[src/rtl/ysyx_24100005_ifu.sv]
// ysyx_24100005_ifu: instruction fetch unit with one outstanding read and redirect/drop handling.
// Optional macro YSYX_24100005_IFU_ALIGN_CHK_EN traps misaligned redirect targets in ERR. Rev 1.0
`default_nettype none

module ysyx_24100005_ifu #(
  parameter logic [31:0] RESET_PC = 32'h8000_0000
) (
  input  logic        clk,
  input  logic        rst,
  input  logic        redirect_valid,
  input  logic [31:0] redirect_pc,
  output logic        mem_arvalid,
  output logic [31:0] mem_araddr,
  input  logic        mem_arready,
  input  logic        mem_rvalid,
  input  logic [31:0] mem_rdata,
  output logic        mem_rready,
  output logic        out_valid,
  output logic [31:0] out_inst,
  output logic [31:0] out_pc,
  input  logic        out_ready,
  output logic        fetch_err
);

  typedef enum logic [2:0] {
    S_IDLE = 3'd0,
    S_AR   = 3'd1,
    S_R    = 3'd2,
    S_OUT  = 3'd3,
    S_ERR  = 3'd4
  } state_t;

  state_t      r_state, w_state_nxt;
  logic [31:0] r_pc, w_pc_nxt;
  logic [31:0] r_araddr, w_araddr_nxt;
  logic [31:0] r_out_inst, w_out_inst_nxt;
  logic [31:0] r_out_pc, w_out_pc_nxt;
  logic        r_drop, w_drop_nxt;
  logic        w_launch, w_launch_bad;
  logic [31:0] w_launch_pc, w_redir_pc;

`ifdef YSYX_24100005_IFU_ALIGN_CHK_EN
  assign w_redir_pc = redirect_pc;
  assign fetch_err  = (r_state == S_ERR);
`else
  assign w_redir_pc = redirect_pc & 32'hFFFF_FFFC;
  assign fetch_err  = 1'b0;
`endif

  always_ff @(posedge clk or negedge rst) begin
    if (!rst) begin
      r_state    <= S_IDLE;
      r_pc       <= RESET_PC;
      r_araddr   <= 32'd0;
      r_out_inst <= 32'd0;
      r_out_pc   <= 32'd0;
      r_drop     <= 1'b0;
    end else begin
      r_state    <= w_state_nxt;
      r_pc       <= w_pc_nxt;
      r_araddr   <= w_araddr_nxt;
      r_out_inst <= w_out_inst_nxt;
      r_out_pc   <= w_out_pc_nxt;
      r_drop     <= w_drop_nxt;
    end
  end

  always_comb begin
    w_state_nxt    = r_state;
    w_pc_nxt       = r_pc;
    w_araddr_nxt   = r_araddr;
    w_out_inst_nxt = r_out_inst;
    w_out_pc_nxt   = r_out_pc;
    w_drop_nxt     = r_drop;
    w_launch       = 1'b0;
    w_launch_pc    = r_pc;
    w_launch_bad   = 1'b0;
    mem_arvalid    = 1'b0;
    mem_rready     = 1'b0;
    out_valid      = 1'b0;

    case (r_state)
      S_IDLE: begin
        w_launch = 1'b1;
        if (redirect_valid) w_launch_pc = w_redir_pc;
      end
      S_AR: begin
        mem_arvalid = 1'b1;
        // The presented request must finish untouched; its response is dropped later.
        if (redirect_valid) begin
          w_pc_nxt   = w_redir_pc;
          w_drop_nxt = 1'b1;
        end
        if (mem_arready) w_state_nxt = S_R;
      end
      S_R: begin
        mem_rready = 1'b1;
        if (redirect_valid) begin
          w_pc_nxt   = w_redir_pc;
          w_drop_nxt = 1'b1;
        end
        if (mem_rvalid) begin
          if (r_drop || redirect_valid) begin
            w_drop_nxt  = 1'b0;
            w_launch    = 1'b1;
            w_launch_pc = redirect_valid ? w_redir_pc : r_pc;
          end else begin
            w_out_inst_nxt = mem_rdata;
            w_out_pc_nxt   = r_pc;
            w_state_nxt    = S_OUT;
          end
        end
      end
      S_OUT: begin
        out_valid = 1'b1;
        if (redirect_valid) begin
          w_launch    = 1'b1;
          w_launch_pc = w_redir_pc;
        end else if (out_ready) begin
          w_launch    = 1'b1;
          w_launch_pc = r_pc + 32'd4;
        end
      end
      S_ERR: begin
        mem_rready = 1'b1;
      end
      default: w_state_nxt = S_IDLE;
    endcase

`ifdef YSYX_24100005_IFU_ALIGN_CHK_EN
    w_launch_bad = |w_launch_pc[1:0];
`endif

    // Every path that starts a new fetch funnels through here.
    if (w_launch) begin
      w_pc_nxt     = w_launch_pc;
      w_araddr_nxt = w_launch_pc;
      w_state_nxt  = w_launch_bad ? S_ERR : S_AR;
    end
  end

  assign mem_araddr = r_araddr;
  assign out_inst   = r_out_inst;
  assign out_pc     = r_out_pc;

endmodule

`default_nettype wire

[config.mk]
export PLATFORM = sky130hd
export DESIGN_NAME = ysyx_24100005_ifu
export DESIGN_NICKNAME = d
export VERILOG_FILES = /design/src/rtl/ysyx_24100005_ifu.sv
export SDC_FILE = /design/constraint.sdc
export NUM_CORES = 1
export LEC_CHECK = 0
export BUFFER_PORTS_ARGS = -buffer_cell sky130_fd_sc_hd__buf_2
export CAP_MARGIN = 25
export CORE_ASPECT_RATIO = 0.75
export CORE_MARGIN = 2
export CORE_UTILIZATION = 58
export CTS_CLUSTER_DIAMETER = 120
export CTS_CLUSTER_SIZE = 16
export DETAILED_ROUTE_END_ITERATION = 12
export PLACE_DENSITY = 0.86
export SETUP_SLACK_MARGIN = 0.05
export SYNTH_ARGS = -nofsm -noshare
export SYNTH_HDL_FRONTEND = slang
export SYNTH_SLANG_ARGS = --single-unit
export TNS_END_PERCENT = 20
[constraint.sdc]
create_clock -name clk -period 4.6 [get_ports clk]
set_clock_uncertainty 0.15 [all_clocks]
set_input_delay 0.92 -clock clk [delete_from_list [all_inputs] [get_ports clk]]
set_output_delay 0.92 -clock clk [all_outputs]
set_load 0.05 [all_outputs]
==> results.cfg, run 1 <==
[outcome]
status = finished, final reports clean

[run]
maxCapViolCount = 0

[placed_design]
io_buffers = 166
pre_cts_slack_ns = 1.11
hpwl_um = 13600
gp_congestion = 0.897

[clocking]
cts_setup_buffers = 0
path_clk_slew_ns = 0.06
cts.sinks = 131
cts_made_buffers = 17
clk_latency_ns = 0.42
htreeDepth = 4
ctsResizeCount = 0
cts_tree = yes
hold_buffers = 0
clk_path_buf_depth = 2
root_buffer = clkbuf_16

[synthesis]
netlist_area_um2 = 7020
ys_seq_elements = 131
synth_area_per_cell_um2 = 9.58
synth-main-ff-cell = dfrtp_1
synth.distinct_cells = 63
syn_nets = 808
yosysTopAreaCell = dfrtp_1
synth_edf_count = 0
synthTopCellsByArea = dfrtp_1, mux2_2, nand2_1
synth_top_area_frac = 0.463
async_reset_ff_frac = 1.00
synth.most_common_cell = dfrtp_1
ys_top_cells_by_count = dfrtp_1, nand2_1, nor2_1, mux2_2, o21ai_0
ys_warn_count = 0
ys_seq_area_frac = 0.467
syn_inst = 733

[setup_path]
critPathMaxFanout = 28
path_class = reg2out
start_kind = flop
required_ns = 3.53
crit_path_end_kind = output port
cp.arrival_ns = 2.35

[die]
start_util = 0.600
ios = 170
fp.dieArea_um2 = 13000
rows = 34
fp.dieW_um = 131
dieHeight_um = 99.3
coreArea_um2 = 11700

[routing]
drtPass1Iterations = 10
drc = 0
drtIter0Drc = 774
routedWlPerCell_um = 19.3
wirelength_um = 20200
vias_per_cell = 6.44
routed-via-count = 6766
ant_nets = 0

[pwr]
irDropWorstVdd_uv = 544
cellLeakagePower_nw = 4.07
fin_total_pwr_w = 0.00776
p_per_area_nw_per_um2 = 904

[sta]
rsz0062_at_grt = no
hold_viol_final = 0
setup_viol = 0
setup_ws_ns = 1.18
hold_ws_ns = 0.150
tns_ns = 0
final.min_clock_period_ns = 3.42
slew_headroom = 0.268
max_freq_mhz = 292
worst_pin_slew_ns = 1.10
drv_slew = 0
fin_crit_sh = 0.743

[cells_and_area]
syn2layout_area_growth_pct = 22.2
final_nets = 951
drive_above_1_share = 0.329

[grt]
grt_pass1_vias = 6497
grt_start_max_net_pins = 110
grt_use_total = 0.325
grt_remaining_overflow = 0
antenna_found_initial = 1
grt_pass1_wl_um = 33100

[hold_path]
hold_class = in2async
## critical path, cell delays in order (launching register included)
cell and delay, ns:
dfrtp_1 0.49, inv_1 0.13, ha_1 0.89, buf_2 0.42
## layer usage
| metal | track usage | up-vias | share of wire | wire length [um] |
|---|---|---|---|---|
| met4 | 0.132 | 0 | 0.030 | 612 |
| li1 | - | 2986 | - | - |
| met5 | 0 | - | 0 | 0 |
| met1 | 0.456 | 3242 | 0.40 | 8140 |
| met2 | 0.486 | 470 | 0.46 | 9320 |
| met3 | 0.0796 | 68 | 0.11 | 2150 |
## report_power, final
group / internal [W] / switching (W) / leakage [nW] / total, W
Sequential: 0.00169 / 0.000507 / 1.67 / 0.00219
Combinational: 0.00123 / 0.00295 / 2.12 / 0.00419
Clock: 0.000861 / 0.000519 / 0.281 / 0.00138
## sequential cells by signal, indices dropped and copies added (netlist names)
register and flops:
r_state 2, out_inst 32, r_drop 1, r_pc 32, out_pc 32, mem_araddr 32
## logic make-up (layout without fill, tap and decap cells)
kind of cell             Yosys count  count (layout)  synth area share
buffers and inverters             77             231            0.0451
AND/OR/NAND/NOR                  238             238             0.162
AO/OA/AOI/OAI                    204             204             0.195
flip-flops                       131             131             0.467
XOR/XNOR                           3               3           0.00374
multiplexers                      74              74             0.117
other                              1               2          0.000534
adder cells (fa/ha/maj)            5               5           0.00891
## cell type report
| type | instances | area, um^2 |
|---|---|---|
| diodes | 1 | 2.50 |
| clock buffers | 18 | 439 |
| clock inverters | 12 | 156 |
| fillers | 860 | 3120 |
| inverters | 17 | 63.8 |
| multi-input cells | 525 | 3450 |
| flip-flops and latches | 131 | 3280 |
| well taps | 162 | 203 |
| repair buffers | 184 | 992 |
## cell usage in the layout (no fill, tap or decap), types with 11 or more instances in the layout
| cell type | netlist | routed |
|---|---|---|
| buf_2 | 11 | 165 |
| dfrtp_1 | 130 | 130 |
| nand2_1 | 74 | 74 |
| nor2_1 | 68 | 68 |
| mux2_2 | 65 | 65 |
| o21ai_0 | 48 | 48 |
| a21oi_1 | 39 | 39 |
| nand3_1 | 18 | 18 |
| inv_1 | 17 | 17 |
| clkbuf_16 | 0 | 17 |
| buf_4 | 2 | 17 |
| a31oi_1 | 16 | 15 |
| nor3_1 | 14 | 13 |
| o211ai_1 | 11 | 11 |
| a221oi_1 | 11 | 11 |
## stage by stage
step | instance area [um^2] | instances | util
6_report | 8580 | 1050 | 0.734
5_1_grt | 8580 | 1049 | 0.733
4_1_cts | 8550 | 1048 | 0.731
3_5_place_dp | 7960 | 1018 | 0.680
3_3_place_gp | 7960 | 1018 | 0.680
2_1_floorplan | 7020 | 733 | -
## worst paths after layout
| check | cells after the start | endpoint | start | slack, ns |
|---|---|---|---|---|
| hold / removal | 1 | mem_araddr[3]$_DFFE_PN0P_ | rst | 0.15 |
| min in group clk | 2 | mem_araddr[9]$_DFFE_PN0P_ | mem_araddr[9]$_DFFE_PN0P_ | 0.34 |
| max in group asynchronous | 2 | mem_araddr[19]$_DFFE_PN0P_ | rst | 3.42 |
| setup reg to reg | 6 | r_state[0]$_DFFE_PN0P_ | r_state[1]$_DFFE_PN0P_ | 1.33 |
| setup / recovery | 3 | mem_arvalid | r_state[1]$_DFFE_PN0P_ | 1.18 |
| hold reg to reg | 2 | mem_araddr[9]$_DFFE_PN0P_ | mem_araddr[9]$_DFFE_PN0P_ | 0.34 |
No activity file was read; power rests on OpenSTA's default activity.
==> inputs of run 2 (changes only) <==
CORE_UTILIZATION = 54   (was 58)
PLACE_DENSITY = 0.8   (was 0.86)
clock period = 3.33 ns   (was 4.6 ns; I/O delays follow)
==> run 2 against run 1 <==
Compared with the run above:
- hold slack worse by 0.11 ns
- cell count grew 1.7%
- critical path depth increased by 3
- sequential cell count unchanged
- clock power increased by 45%
- die area up 7.1%
- setup slack worse by 0.71 ns
- non-clock buffer count up 7
- final area grew 1.4%
- via count down 3.0%
- first-iteration DRC count increased by 13%
- sequential share of layout area fell by 0.52 points
==> results.cfg, run 2 (synthesis results as in run 1) <==
[grt]
grt_start_max_net_pins = 56
antenna_found_initial = 1
grt_remaining_overflow = 0
grt_use_total = 0.291
grt_pass1_wl_um = 31300
grt_pass1_vias = 5827

[sta]
rsz0062_at_grt = no
max_freq_mhz = 350
fin_crit_sh = 0.858
worst_pin_slew_ns = 0.602
tns_ns = 0
hold_ws_ns = 0.0406
hold_viol_final = 0
final.min_clock_period_ns = 2.86
slew_headroom = 0.595
setup_viol = 0
drv_slew = 0

[setup_path]
ff2ff_path_depth = 6
path_class = reg2reg
start_kind = flop
critPathMaxFanout = 15
cp.arrival_ns = 3.04
crit_path_end_kind = flop
required_ns = 3.52

[pwr]
cellLeakagePower_nw = 4.13
pwr-share-seq = 0.278
switching_power_w = 0.00551
p_comb_frac = 0.538
switching_share = 0.507
irDropWorstVdd_uv = 711
fin_total_pwr_w = 0.0109
intPower_w = 0.00537
power_frac_clock = 0.184
p_per_area_nw_per_um2 = 1250

[clocking]
root_buffer = clkbuf_16
clk_path_buf_depth = 2
path_clk_slew_ns = 0.06
cts.sinks = 131
clk_latency_ns = 0.42
hold_buffers = 0
ctsResizeCount = 0
cts_setup_buffers = 0
cts_made_buffers = 17
htreeDepth = 4
cts_tree = yes

[cells_and_area]
fillers = 1018
layout_commonest_cell = buf_2
final_nets = 958
ff_latch_area_um2 = 3280
syn2layout_area_growth_pct = 23.9
post-route-util = 0.678
drive_above_1_share = 0.336
final_cell_mix = buf_2, dfrtp_1, nand2_1
multiInputGateArea_um2 = 3450
stdcell_count = 1068

[die]
start_util = 0.547
coreArea_um2 = 12800
fp.dieArea_um2 = 13900
rows = 36
ios = 170
fp.dieW_um = 136
dieHeight_um = 103

[placed_design]
placedCellCount = 1035
io_buffers = 166
hpwl_um = 13700
gp_congestion = 0.913

[routing]
routed-via-count = 6563
drtIter0Drc = 873
drtPass1Iterations = 7
wirelength_um = 20100
ant_nets = 0
drc = 0
vias_per_cell = 6.15
routedWlPerCell_um = 18.8

[hold_path]
hold_class = in2async

[outcome]
status = finished, final reports clean

[run]
maxCapViolCount = 0
[run 2: metal layers]
metal | part of all wire | vias up | global-route usage
li1 | - | 3016 | -
met1 | 0.43 | 3137 | 0.419
met2 | 0.45 | 362 | 0.435
met3 | 0.10 | 48 | 0.0767
met4 | 0.021 | 0 | 0.0865
met5 | 0 | - | 0
[run 2: path summary, 6_finish.rpt]
kind | start | endpoint | slack (ns)
hold / removal | rst | r_pc[2]$_DFFE_PN0P_ | 0.04
min in group clk | mem_rdata[5] | out_inst[5]$_DFFE_PN0P_ | 0.32
hold reg to reg | mem_araddr[11]$_DFFE_PN0P_ | mem_araddr[11]$_DFFE_PN0P_ | 0.32
setup reg to reg | r_state[1]$_DFFE_PN0P_ | mem_araddr[14]$_DFFE_PN0P_ | 0.47
setup / recovery | r_state[1]$_DFFE_PN0P_ | mem_araddr[14]$_DFFE_PN0P_ | 0.47
max in group asynchronous | rst | r_pc[31]$_DFFE_PN1P_ | 2.23
[run 2: critical path: stages, from the launching register on]
cell and delay [ns]:
dfrtp_1 0.56, ha_1 0.49, o211ai_1 0.29, a31oi_4 0.56
o21ai_0 0.29, a211o_1 0.35, o211ai_1 0.08
[run 2: cell type report]
type,count,share of cell area
multi-input combinational,525,0.396
timing repair buffer,191,0.122
tap,171,0.0246
sequential,131,0.377
antenna,1,0.000288
clock buffer,17,0.0489
inverter,17,0.00733
clock inverter,15,0.0237
[run 2: power groups by stage]
stage,Sequential [W],Combinational [W],Clock [W]
2_1_floorplan,0.00450,0.00274,0
3_3_place_gp,0.00299,0.00568,0
3_5_place_dp,0.00302,0.00575,0
4_1_cts,0.00300,0.00580,0.00202
5_1_grt,0.00312,0.00627,0.00211
6_report,0.00302,0.00585,0.00200
[run 2: through the flow]
stage	setup slack, ns	area (um^2)
2_1_floorplan	0.402	7020
3_3_place_gp	0.462	8070
3_5_place_dp	0.456	8070
4_1_cts	0.539	8700
5_1_grt	0.313	8700
6_report	0.473	8700
==> inputs of run 3 (changes only) <==
CORE_UTILIZATION = 39   (was 54)
PLACE_DENSITY = not set   (was 0.8)
==> run 3 against run 2 <==
Compared with the run above:
- die area grew 37%
- non-clock buffer count rose by 8
- final area grew 1.7%
- cell count rose by 7.3%
- count of clock-buffer cells in the layout increased by 4
- routed wire length up 5.2%
- power rose by 0.28%
- sequential cell count is the same
- global-route usage is 6.3 points lower
- fmax shrank 4.9%
- critical path depth decreased by 2
- critical endpoint is now mem_arvalid
- highest routed layer is now met5
==> results.cfg, run 3 (synthesis results as in run 1) <==
[outcome]
status = finished, final reports clean

[pwr]
cellLeakagePower_nw = 4.16
irDropWorstVdd_uv = 551
p_per_area_nw_per_um2 = 1230

[grt]
grt_start_max_net_pins = 66
antenna_found_initial = 1
grt_pass1_wl_um = 34500
grt_use_total = 0.228
grt_remaining_overflow = 0
grt_pass1_vias = 6123

[sta]
setup_viol = 0
slew_headroom = 0.554
fin_crit_sh = 0.902
tns_ns = 0
worst_pin_slew_ns = 0.670
rsz0062_at_grt = no
max_freq_mhz = 333
hold_viol_final = 0
final.min_clock_period_ns = 3.00
drv_slew = 0

[clocking]
root_buffer = clkbuf_16
path_clk_slew_ns = 0.06
clk_path_buf_depth = 2
ctsResizeCount = 0
cts_setup_buffers = 0
cts_made_buffers = 17
cts.sinks = 131
cts_tree = yes
hold_buffers = 0
htreeDepth = 4
clk_latency_ns = 0.42

[cells_and_area]
multiInputGateArea_um2 = 3450
ff_latch_area_um2 = 3280
final_cell_mix = buf_2, dfrtp_1, nand2_1
fillers = 1697
final_nets = 966
drive_above_1_share = 0.342
layout_commonest_cell = buf_2
post-route-util = 0.501
finalInstanceArea_um2 = 8850
syn2layout_area_growth_pct = 26.0
insertedDiodeCount = 0

[setup_path]
ff2ff_path_depth = 7
worstReg2RegEnd = r_pc[24]$_DFFE_PN0P_
crit_slowest_cell = ha_1
cp.arrival_ns = 2.19
ff2ff_setup_slack_ns = 0.43
cp_num_buf_inv = 3
required_ns = 2.51
max_stage_delay_ns = 0.59
crit_path_end_kind = output port
start_kind = flop
path_class = reg2out
reg2reg_from = r_state[0]$_DFFE_PN0P_
path_delay_family = buffers and inverters
critPathMaxFanout = 15
cp_cell_sequence = inv_1 -> ha_1 -> buf_4 -> buf_2

[die]
coreArea_um2 = 17700
fp.dieW_um = 159
rows = 42
ios = 170
dieHeight_um = 120
fp.dieArea_um2 = 19100
start_util = 0.398

[routing]
vias_per_cell = 5.59
wirelength_um = 21100
drtPass1Iterations = 5
drtIter0Drc = 529
drc = 0
routedWlPerCell_um = 18.4
routed-via-count = 6402
ant_nets = 0

[placed_design]
io_buffers = 166
gp_congestion = 0.840
dpl_cell_area_um2 = 8220
hpwl_um = 15100

[run]
maxCapViolCount = 0

[hold_path]
hold_class = in2async
==> run 3: changes by cell type in the layout (fill, tap and decap cells not counted) <==
cell | before | now
clkinv_4 | 5 | 3
clkbuf_8 | 0 | 4
buf_4 | 22 | 30
clkinvlp_4 | 2 | 4
clkinv_2 | 2 | 1
inv_6 | 2 | 0
diode_2 | 1 | 0
bufinv_16 | 4 | 3
==> run 3: worst max-delay path by stage <==
stage | from | endpoint | slack (ns) | depth (start not counted)
floorplan | r_state[0]$_DFFE_PN0P_ | out_inst[0]$_DFFE_PN0P_ | 0.40 | 7
global placement | out_ready | mem_araddr[25]$_DFFE_PN0P_ | 0.46 | 6
detailed placement | out_ready | mem_araddr[25]$_DFFE_PN0P_ | 0.44 | 6
CTS | r_state[1]$_DFFE_PN0P_ | mem_arvalid | 0.34 | 4
global route | r_state[1]$_DFFE_PN0P_ | mem_arvalid | 0.23 | 4
finish | r_state[1]$_DFFE_PN0P_ | mem_arvalid | 0.33 | 4
==> run 3: layer usage <==
metal,vias to the layer above,track usage,share of wire
met5,-,0,0.00062
met4,2,0.0739,0.013
met3,22,0.0518,0.068
met2,220,0.335,0.43
met1,3133,0.334,0.49
li1,3025,-,-
==> run 3: through the flow <==
stage	total power, W	hold WS [ns]	instances	setup WS, ns
2_1_floorplan	0.00724	0.220	733	0.402
6_report	0.0109	0.0679	1146	0.326
5_1_grt	0.0116	0.125	1146	0.235
3_3_place_gp	0.00885	0.311	1114	0.460
4_1_cts	0.0109	0.100	1146	0.336
3_5_place_dp	0.00890	0.320	1114	0.443
==> run 3: final cells by class <==
class | instances | share of cell area
flip-flops and latches | 131 | 0.371
inverters | 17 | 0.00721
repair buffers | 199 | 0.127
clock inverters | 11 | 0.0171
clock buffers | 21 | 0.0543
multi-input cells | 525 | 0.390
well taps | 242 | 0.0342
==> run 3: where the power goes <==
part	internal, W	leakage (nW)	switching, W	total [W]
clock network	0.00126	0.298	0.000724	0.00198
registers	0.00233	1.67	0.000708	0.00304
logic	0.00183	2.20	0.00406	0.00589
